<file path="config.mk">
export PLATFORM = sky130hd
export DESIGN_NAME = led_pattern_shifter
export DESIGN_NICKNAME = d
export VERILOG_FILES = /design/src/rtl/led_pattern_shifter.sv
export SDC_FILE = /design/constraint.sdc
export NUM_CORES = 1
export LEC_CHECK = 0
export BUFFER_PORTS_ARGS = -buffer_cell sky130_fd_sc_hd__buf_2
export CAP_MARGIN = 30
export CORE_MARGIN = 8
export CORE_UTILIZATION = 45
export DETAILED_ROUTE_END_ITERATION = 6
export PLACE_DENSITY = 0.73
export REMOVE_ABC_BUFFERS = 1
export SYNTH_ARGS = -nofsm -noshare
export SYNTH_HDL_FRONTEND = slang
export SYNTH_SLANG_ARGS = --single-unit
</file>
<file path="constraint.sdc">
create_clock -name clock -period 2.95 [get_ports clock]
set_input_delay 0.295 -clock clock [delete_from_list [all_inputs] [get_ports clock]]
set_output_delay 0.295 -clock clock [all_outputs]
set_load 0.05 [all_outputs]
</file>
<file path="src/rtl/led_pattern_shifter.sv">
// Multi-mode LED pattern shifter: rotate, bounce, mirror and hold, advanced once per prescaler tick.
// Supports seed load, a bounce direction FSM and a one-cycle end-of-period strobe.
module led_pattern_shifter #(
   parameter int N_LEDS  = 8,
   parameter int NB_MODE = 2
) (
   input  logic               clock,
   input  logic               i_reset_n,
   input  logic               i_valid,
   input  logic [NB_MODE-1:0] i_mode,
   input  logic               i_dir,
   input  logic               i_load,
   input  logic [N_LEDS-1:0]  i_seed,
   output logic [N_LEDS-1:0]  o_led,
   output logic               o_dir,
   output logic               o_wrap
);

   localparam int HALF = N_LEDS / 2;
   localparam int SW   = $clog2(N_LEDS);

   localparam logic [NB_MODE-1:0] MODE_ROTATE = NB_MODE'(0);
   localparam logic [NB_MODE-1:0] MODE_BOUNCE = NB_MODE'(1);
   localparam logic [NB_MODE-1:0] MODE_MIRROR = NB_MODE'(2);

   localparam logic [SW-1:0] ROT_LAST = SW'(N_LEDS - 1);
   localparam logic [SW-1:0] MIR_LAST = SW'(HALF - 1);

   localparam logic [N_LEDS-1:0] LED_ONE    = N_LEDS'(1);
   localparam logic [N_LEDS-1:0] LED_MIRROR = {1'b1, {(N_LEDS-2){1'b0}}, 1'b1};

   generate
      if ((N_LEDS < 4) || ((N_LEDS % 2) != 0)) begin : g_bad_n_leds
         $error("led_pattern_shifter: N_LEDS must be even and >= 4");
      end
      if (NB_MODE < 2) begin : g_bad_nb_mode
         $error("led_pattern_shifter: NB_MODE must be >= 2");
      end
   endgenerate

   typedef enum logic {
      DIR_TO_MSB = 1'b0,
      DIR_TO_LSB = 1'b1
   } bounce_dir_t;

   logic [N_LEDS-1:0]  r_led;
   logic [NB_MODE-1:0] r_mode;
   bounce_dir_t        r_dir;
   logic [SW-1:0]      r_step;
   logic               r_wrap;

   logic [N_LEDS-1:0]  w_led_nxt;
   logic [NB_MODE-1:0] w_mode_nxt;
   bounce_dir_t        w_dir_nxt;
   logic [SW-1:0]      w_step_nxt;
   logic               w_wrap_nxt;

   logic [N_LEDS-1:0]  w_rot_left;
   logic [N_LEDS-1:0]  w_rot_right;
   logic [N_LEDS-1:0]  w_shift_left;
   logic [N_LEDS-1:0]  w_shift_right;
   logic [HALF-1:0]    w_lo;
   logic [HALF-1:0]    w_hi;
   logic [N_LEDS-1:0]  w_mirror_conv;
   logic [N_LEDS-1:0]  w_mirror_div;
   logic [SW-1:0]      w_step_inc;

   assign w_rot_left    = {r_led[N_LEDS-2:0], r_led[N_LEDS-1]};
   assign w_rot_right   = {r_led[0], r_led[N_LEDS-1:1]};
   assign w_shift_left  = {r_led[N_LEDS-2:0], 1'b0};
   assign w_shift_right = {1'b0, r_led[N_LEDS-1:1]};
   assign w_lo          = r_led[HALF-1:0];
   assign w_hi          = r_led[N_LEDS-1:HALF];
   // Each half rotates on its own, so the two dots meet in the middle or at the ends.
   assign w_mirror_conv = {w_hi[0], w_hi[HALF-1:1], w_lo[HALF-2:0], w_lo[HALF-1]};
   assign w_mirror_div  = {w_hi[HALF-2:0], w_hi[HALF-1], w_lo[0], w_lo[HALF-1:1]};
   assign w_step_inc    = r_step + SW'(1);

   always_ff @(posedge clock or negedge i_reset_n) begin
      if (!i_reset_n) begin
         r_led  <= LED_MIRROR;
         r_mode <= MODE_MIRROR;
         r_dir  <= DIR_TO_MSB;
         r_step <= '0;
         r_wrap <= 1'b0;
      end else begin
         r_led  <= w_led_nxt;
         r_mode <= w_mode_nxt;
         r_dir  <= w_dir_nxt;
         r_step <= w_step_nxt;
         r_wrap <= w_wrap_nxt;
      end
   end

   always_comb begin
      w_led_nxt  = r_led;
      w_mode_nxt = r_mode;
      w_dir_nxt  = r_dir;
      w_step_nxt = r_step;
      w_wrap_nxt = 1'b0;
      if (i_load) begin
         w_led_nxt  = i_seed;
         w_mode_nxt = i_mode;
         w_dir_nxt  = DIR_TO_MSB;
         w_step_nxt = '0;
      end else if (i_valid) begin
         if (i_mode != r_mode) begin
            w_mode_nxt = i_mode;
            w_dir_nxt  = DIR_TO_MSB;
            w_step_nxt = '0;
            if ((i_mode == MODE_ROTATE) || (i_mode == MODE_BOUNCE)) begin
               w_led_nxt = LED_ONE;
            end else if (i_mode == MODE_MIRROR) begin
               w_led_nxt = LED_MIRROR;
            end
         end else if (r_mode == MODE_ROTATE) begin
            w_led_nxt  = i_dir ? w_rot_right : w_rot_left;
            w_wrap_nxt = (r_step == ROT_LAST);
            w_step_nxt = (r_step == ROT_LAST) ? '0 : w_step_inc;
         end else if (r_mode == MODE_MIRROR) begin
            w_led_nxt  = i_dir ? w_mirror_div : w_mirror_conv;
            w_wrap_nxt = (r_step == MIR_LAST);
            w_step_nxt = (r_step == MIR_LAST) ? '0 : w_step_inc;
         end else if (r_mode == MODE_BOUNCE) begin
            // Reversal at the LSB end closes one bounce period.
            if (r_dir == DIR_TO_MSB) begin
               if (r_led[N_LEDS-1]) begin
                  w_dir_nxt = DIR_TO_LSB;
                  w_led_nxt = w_shift_right;
               end else begin
                  w_led_nxt = w_shift_left;
               end
            end else begin
               if (r_led[0]) begin
                  w_dir_nxt  = DIR_TO_MSB;
                  w_led_nxt  = w_shift_left;
                  w_wrap_nxt = 1'b1;
               end else begin
                  w_led_nxt = w_shift_right;
               end
            end
         end
      end
   end

   assign o_led  = r_led;
   assign o_dir  = r_dir;
   assign o_wrap = r_wrap;

endmodule

</file>
## Word level (Yosys, flattened, before mapping)

Index checks and enable logic that the tools add are counted.

- Add/subtract/negate cells: 1
- Equal/unequal tests: 10
- Muxes and demuxes: 40
- Reduce and logical (&&, ||, !) cells: 12

Operators with widths:

| operator | number |
|---|---|
| 8-bit two-way mux | 13 |
| 3-bit two-way mux | 7 |
| 1-bit two-way mux | 17 |
| 2-bit two-way mux | 3 |
| 3-bit != test (second input constant) | 2 |
| 5-bit nonzero test | 1 |
| 2-bit by 1-bit equality test with 1-bit output (second input constant) | 2 |
| 2-bit equality test (second input constant) | 2 |
| 2-bit zero test | 2 |
| 4-bit by 2-bit != test with 1-bit output (second input constant) | 1 |
| 2-bit AND reduction | 2 |
| 4-bit AND reduction | 1 |
| 2-bit nonzero test | 2 |
| 4-bit nonzero test | 1 |
| 3-bit by 1-bit adder with 3-bit output (second input constant) | 1 |
| 3-bit by 2-bit equality test with 1-bit output (second input constant) | 1 |
| 3-bit equality test (second input constant) | 1 |
| 3-bit AND reduction | 1 |
| 3-bit nonzero test | 1 |
| 2-bit != test | 1 |
| 1-bit logical OR | 1 |

- Bits in registers: 15
- Output and inout port bits: 10
- Logic and storage cells: 68

## Longest topological paths before layout

Gate-level depths: netlist of run 1.

- Depth after elaboration: 8
- Depth in mapped cells: 5

## Least setup slack after synthesis of run 1

Ideal clock, no wire load.

- Path kind: register to register
- From: register r_led[0], in the netlist o_led[0]
- To: register r_led[2], in the netlist o_led[2]
- Setup time: 132 ps
- Arrival time: 1506 ps
- Data required time: 2818 ps
- Slack: 1312 ps
- Stages on the path, launching flop included: 6
- Path buffers: 1
- Path through: dfstp_2 -> buf_2 -> nand2_1 -> a31oi_1 -> mux2i_1 -> o21ai_0

- Longest elaborated chain between the ends: 8

RTL lines:

| item | RTL line | RTL |
|---|---|---|
| from (decl) | 46 | `logic [N_LEDS-1:0] r_led;` |
| from (signal assigned) | 87 | `r_led <= w_led_nxt;` |
| 8-bit two-way mux | 134 | `if (r_led[0]) begin` |
| 8-bit two-way mux | 126 | `if (r_dir == DIR_TO_MSB) begin` |
| 8-bit two-way mux | 124 | `end else if (r_mode == MODE_BOUNCE) begin` |
| 8-bit two-way mux | 120 | `end else if (r_mode == MODE_MIRROR) begin` |
| 8-bit two-way mux | 116 | `end else if (r_mode == MODE_ROTATE) begin` |
| 8-bit two-way mux | 107 | `if (i_mode != r_mode) begin` |
| 8-bit two-way mux | 106 | `end else if (i_valid) begin` |
| 8-bit two-way mux | 101 | `if (i_load) begin` |

Every way passes these cells. The select of a mux whose other input is x is not followed.
A chain may end at the register's enable or synchronous reset.

## Worst setup path in the final report of run 1

- From: register r_mode[0]
- To: register r_led[0], in the netlist o_led[0]

- Longest elaborated chain between the ends: 6
- Elaborated cells between the ends (all ways): 12
- Those cells by class: eq/ne (4); mux (5); reduce/logical (3)

RTL lines:

| item | RTL line | RTL |
|---|---|---|
| from (decl) | 47 | `logic [NB_MODE-1:0] r_mode;` |
| from (signal assigned) | 88 | `r_mode <= w_mode_nxt;` |
| 2-bit equality test | 120 |  |
| 8-bit two-way mux | 120 |  |
| 8-bit two-way mux | 116 |  |
| 8-bit two-way mux | 107 |  |
| 8-bit two-way mux | 106 |  |
| 8-bit two-way mux | 101 |  |

Several ways; a longest one is shown, not always the timed one. The select of a mux whose other input is x is not followed.

==> summary.txt, run 1 <==
Final Slew Violations: 0
Port Buffers: 24
CTS Hold Buffers Added: 1
endpoints failing setup: 0
skew final: 0.0161 ns
H-tree depth reported by CTS: 1
number of buffers added for setup after CTS: 0
Sink Count: 15
Min Hold Slack: 0.232 ns
Crit-path slowest cell: dfrtp_1
Storage cell area: 379 um^2
Leakage: 0.595 nW
period utilisation layout: 61.8%
starting density of the core: 47.6%
Tightest Hold Check Type: in -> reg
# IOs: 25
Die Wd: 67.2 um
Yosys warnings: 0
wire per inst: 16.9 um
mapped cell area: 1180 um^2
clock root buffer: clkbuf_4
outcome: finished clean
Core Region: 2480 um^2
unrepaired setup endpoints after global routing: no
fraction of layout cells with a size suffix above 1: 28.7%
fin crit period: 1.82 ns
CP endpoint kind: flop
die area: 4520 um^2
Layout area overhead: 12.8%
relative slew slack: 51.4%
number of global-route vias before repair: 1093
drt pass-1 iters: 4
CTS tree: built
routed vias/inst: 5.84
Antenna diodes: 0
crit path DAT: 2.06 ns
Reg clk slew, reported paths: 0.11 ns
fin util: 53.7%
GR Util All Layers: 14.2%
Fin. Hold Viols: 0
Avg Cell Area, Syn: 9.22 um^2
Synth Register Bits: 15
setup TNS: 0 ns
Crit Path Max Fanout: 23
Peak VDD IR: 0.329 mV
initial antenna violation count: 0
initial DRC count: 61
most frequent cells in the layout: 24 x buf_2, 12 x nand2_1, 12 x dfrtp_1, 11 x mux2i_1, 9 x o21ai_0
Syn Inst Count: 128
NumNets Final: 170
final WL: 3040 um
worst path cell trace: xor2_1 -> nor3_4 -> nand2_4 -> o221a_1
Die Height: 67.2 um
PD cells: 458 nW/um^2
Largest stage delay, worst path: 0.77 ns
max-cap violations: 0
multi-input logic area: 742 um^2
Placer Congestion: 0.934
first-pass GRT wire length: 5040 um
overflow left after global routing: 0
Rows: 18
via count: 1052
Max Clock Freq: 548 MHz
DRC: 0
later-pin clock latency in the skew report: 0.30 ns
largest net degree at the start of global routing: 24
worst slew pin tran: 0.729 ns
CP Class: reg -> reg
Gates resized, CTS repair: 0
Setup crit start kind: flop
post-synthesis sequential area ratio: 32.1%
post-DP HPWL: 2220 um
CP Data Required Time: 3.19 ns
Final ANT Viol Nets: 0
worst-case clock buffer depth: 2
Netlist cell types: 40
Fillers: 249
most common cell after layout, fill and taps aside: buf_2
CTS buffer count: 3
## synthesized netlist by cell type (all sizes together)
cell	number	area share, %
a31oi	1	0.53
o22a	1	0.74
and3	1	0.64
a311oi	1	0.74
a22oi	7	4.5
o31a	1	0.74
nor2	4	1.3
a211oi	1	0.64
o211ai	2	1.3
dfrtp	12	25
inv	4	1.3
o22ai	3	1.6
nor2b	4	2.1
a32oi	1	0.74
or2	1	0.53
o2bb2ai	1	0.74
a21oi	4	1.7
nand3	4	1.7
o221a	1	0.95
xnor2	1	0.74
mux2i	11	9.3
and2	1	0.53
nor3	5	3.1
a21o	1	0.64
nand4b	1	0.74
xor2	2	2.1
mux2	8	7.6
nand2	13	4.8
nand2b	3	1.6
buf	7	3.7
o21ai	12	5.1
dfstp	3	6.7
ha	4	4.2
nand3b	2	1.3
## routing by layer
| layer | global-route usage (%) | vias to the layer above | share of wire [%] |
|---|---|---|---|
| li1 | - | 518 | - |
| met1 | 16.1 | 503 | 41 |
| met2 | 25.4 | 27 | 50 |
| met3 | 4.64 | 4 | 8.7 |
| met4 | 2.61 | 0 | 0.63 |
| met5 | 0 | - | 0 |
## through the flow
| step | power [mW] | cells | cell area (um^2) | worst slack, ns |
|---|---|---|---|---|
| 2_1_floorplan | 0.421 | 121 | 1140 | 1.41 |
| 3_3_place_gp | 0.484 | 175 | 1290 | 1.26 |
| 3_5_place_dp | 0.489 | 175 | 1290 | 1.18 |
| 4_1_cts | 0.615 | 180 | 1330 | 1.16 |
| 5_1_grt | 0.645 | 180 | 1330 | 0.915 |
| 6_report | 0.610 | 180 | 1330 | 1.13 |
## worst max-delay path: cells and delay by family (launching register included)
family           cells  cell delay [ns]
flip-flops           1             0.77
AND/OR/NAND/NOR      2             0.50
AO/OA/AOI/OAI        1             0.25
XOR/XNOR             1             0.24
## registers in the layout, indices dropped and copies added (netlist names)
name and flops:
o_led 8, r_step 3, r_mode 2, o_dir 1, o_wrap 1
## power by group
| group | total, mW | switching, mW | leakage [nW] | internal (mW) |
|---|---|---|---|---|
| registers | 0.271 | 0.0432 | 0.187 | 0.228 |
| logic | 0.215 | 0.132 | 0.390 | 0.0827 |
| clock network | 0.123 | 0.0728 | 0.0177 | 0.0505 |
| total | 0.610 | 0.248 | 0.595 | 0.361 |
## cell type report
class                   count  share of cell area (%)
flip-flops and latches     15                    28.5
well taps                  30                    2.82
repair buffers             25                    9.77
multi-input cells         102                    55.7
clock buffers               3                    1.69
inverters                   4                    1.13
clock inverters             1                   0.376
## kinds of logic after synthesis
family          count (synthesis)  synth area share [%]
compound gates                 37                  20.6
mux                            19                  17.0
flops                          15                  32.1
fa+ha+maj                       4                  4.24
xor+xnor                        3                  2.86
simple gates                   39                  18.2
buf+inv                        11                  4.98
## path summary, 6_finish.rpt
kind,from,endpoint,slack [ns],cells after the start
hold / removal,i_seed[6],o_led[6]$_DFFE_PN0P_,0.23,3
max in group asynchronous,i_reset_n,r_mode[1]$_DFFE_PN1P_,2.20,2
hold reg to reg,r_step[1]$_DFFE_PN0P_,r_step[1]$_DFFE_PN0P_,0.50,2
min in group asynchronous,i_reset_n,o_led[6]$_DFFE_PN0P_,0.43,2
setup / recovery,r_mode[0]$_DFFE_PN0P_,o_led[0]$_DFFE_PN1P_,1.13,4
setup reg to reg,r_mode[0]$_DFFE_PN0P_,o_led[0]$_DFFE_PN1P_,1.13,4
Power figures use the tool's default switching activity.
==> inputs of run 2 (changes only) <==
==> constraint.sdc (replaced) <==
create_clock -name clock -period 1.8 [get_ports clock]
set_input_delay 0.18 -clock clock [delete_from_list [all_inputs] [get_ports clock]]
set_output_delay 0.18 -clock clock [all_outputs]
set_load 0.05 [all_outputs]
==> summary.txt, run 2 (same netlist as run 1, synthesis figures left out) <==
multi-input logic area: 742 um^2
routed vias/inst: 5.86
Setup crit start kind: flop
drt pass-1 iters: 4
CP Class: reg -> reg
fin crit period: 1.64 ns
most frequent cells in the layout: 24 x buf_2, 12 x nand2_1, 12 x dfrtp_1, 11 x mux2i_1, 9 x o21ai_0
skew final: 0.00194 ns
PD cells: 751 nW/um^2
initial antenna violation count: 0
worst slew pin tran: 0.440 ns
worst path cell trace: xor2_2 -> nor3_4 -> nand2_4 -> o221a_1
worst-case clock buffer depth: 2
CTS buffer count: 3
CP endpoint kind: flop
H-tree depth reported by CTS: 1
dpl ws: 0.208 ns
first-pass GRT wire length: 4960 um
Worst Reg-to-Reg Cells: 4
Rows: 18
via count: 1066
relative slew slack: 70.6%
critical path buffer and inverter count: 0
starting density of the core: 47.6%
unrepaired setup endpoints after global routing: no
Reg-to-Reg Start: r_mode[1]$_DFFE_PN1P_
endpoints failing setup: 0
later-pin clock latency in the skew report: 0.30 ns
Worst R2R Setup Slack: 0.16 ns
max FFs per register: 8
Storage cell area: 379 um^2
Crit Path Max Fanout: 9
max-cap violations: 0
post-DP HPWL: 2290 um
CP Launch Point: r_mode[1]$_DFFE_PN1P_
Crit-path slowest cell: dfstp_2
period utilisation layout: 90.9%
cell family with most CP delay: flip-flops
final worst slack: 0.164 ns
NumNets Final: 172
Die Height: 67.2 um
fraction of layout cells with a size suffix above 1: 29.6%
Max Clock Freq: 611 MHz
wire per inst: 16.7 um
Tightest Hold Check Type: in -> reg
GR Util All Layers: 14.1%
CTS tree: built
Largest stage delay, worst path: 0.67 ns
Fin. Hold Viols: 0
Crit Reg-Reg Endpoint: o_led[0]$_DFFE_PN1P_
Layout area overhead: 14.1%
CP Data Required Time: 2.04 ns
Final Slew Violations: 0
Fillers: 240
Antenna diodes: 0
Sink Count: 15
initial DRC count: 81
largest net degree at the start of global routing: 20
final WL: 3040 um
Peak VDD IR: 0.389 mV
number of global-route vias before repair: 1009
Gates resized, CTS repair: 0
Leakage: 0.605 nW
Die Wd: 67.2 um
Final ANT Viol Nets: 0
most common cell after layout, fill and taps aside: buf_2
# IOs: 25
Placer Congestion: 0.905
outcome: finished clean
crit path DAT: 1.88 ns
Port Buffers: 24
critical path depth in cells: 4
overflow left after global routing: 0
clock root buffer: clkbuf_4
crit path capture: o_led[0]$_DFFE_PN1P_
Reg clk slew, reported paths: 0.10 ns
Core Region: 2480 um^2
die area: 4520 um^2
DRC: 0
setup TNS: 0 ns
run 2: worst reg2reg max path: cells and delay by family (launching register included):
kind | cells | cell delay [ns]
AND/OR/NAND/NOR | 2 | 0.53
AO/OA/AOI/OAI | 1 | 0.24
flip-flops | 1 | 0.67
XOR/XNOR | 1 | 0.13
run 2: how the worst min path moves through the flow:
| stage | end | cells after the start | from |
|---|---|---|---|
| CTS | o_led[4]$_DFFE_PN0P_ | 3 | i_seed[4] |
| floorplan | o_dir$_DFFE_PN0P_ | 0 | i_reset_n |
| global route | o_led[2]$_DFFE_PN0P_ | 3 | i_seed[2] |
| finish | o_led[4]$_DFFE_PN0P_ | 3 | i_seed[4] |
| global placement | o_led[6]$_DFFE_PN0P_ | 1 | i_reset_n |
| detailed placement | o_led[6]$_DFFE_PN0P_ | 1 | i_reset_n |
run 2: final cells by class:
type | count | share of cell area (%)
multi-input cells | 102 | 55.1
flip-flops and latches | 15 | 28.2
repair buffers | 27 | 10.8
well taps | 30 | 2.79
clock buffers | 3 | 1.67
inverters | 4 | 1.12
clock inverters | 1 | 0.372
run 2: what timing repair did:
item	in CTS	in global routing
endpoints found under the hold margin	12	0
hold buffers	1	0
setup buffers	0	0
run 2: through the flow:
step           power (mW)  hold WS (ns)  cells  cell area [um^2]  utilization (%)
2_1_floorplan       0.689        -0.116    121              1140                -
3_3_place_gp        0.798         0.108    177              1310             52.8
3_5_place_dp        0.806         0.115    177              1310             52.8
4_1_cts              1.02         0.127    182              1350             54.3
5_1_grt              1.07         0.127    182              1350             54.3
6_report             1.01         0.121    182              1350             54.3
run 2: metal layers:
metal  vias up  global-route usage [%]  wire (um)  part of all wire, %
met5         -                       0          0                    0
met4         0                    6.27         43                  1.4
li1        524                       -          -                    -
met2        27                    23.3       1470                   48
met3         5                    3.64        232                  7.6
met1       510                    16.9       1300                   43
run 2: power by group:
group	switching [mW]	internal, mW
Combinational	0.227	0.140
Sequential	0.0606	0.374
Clock	0.126	0.0830
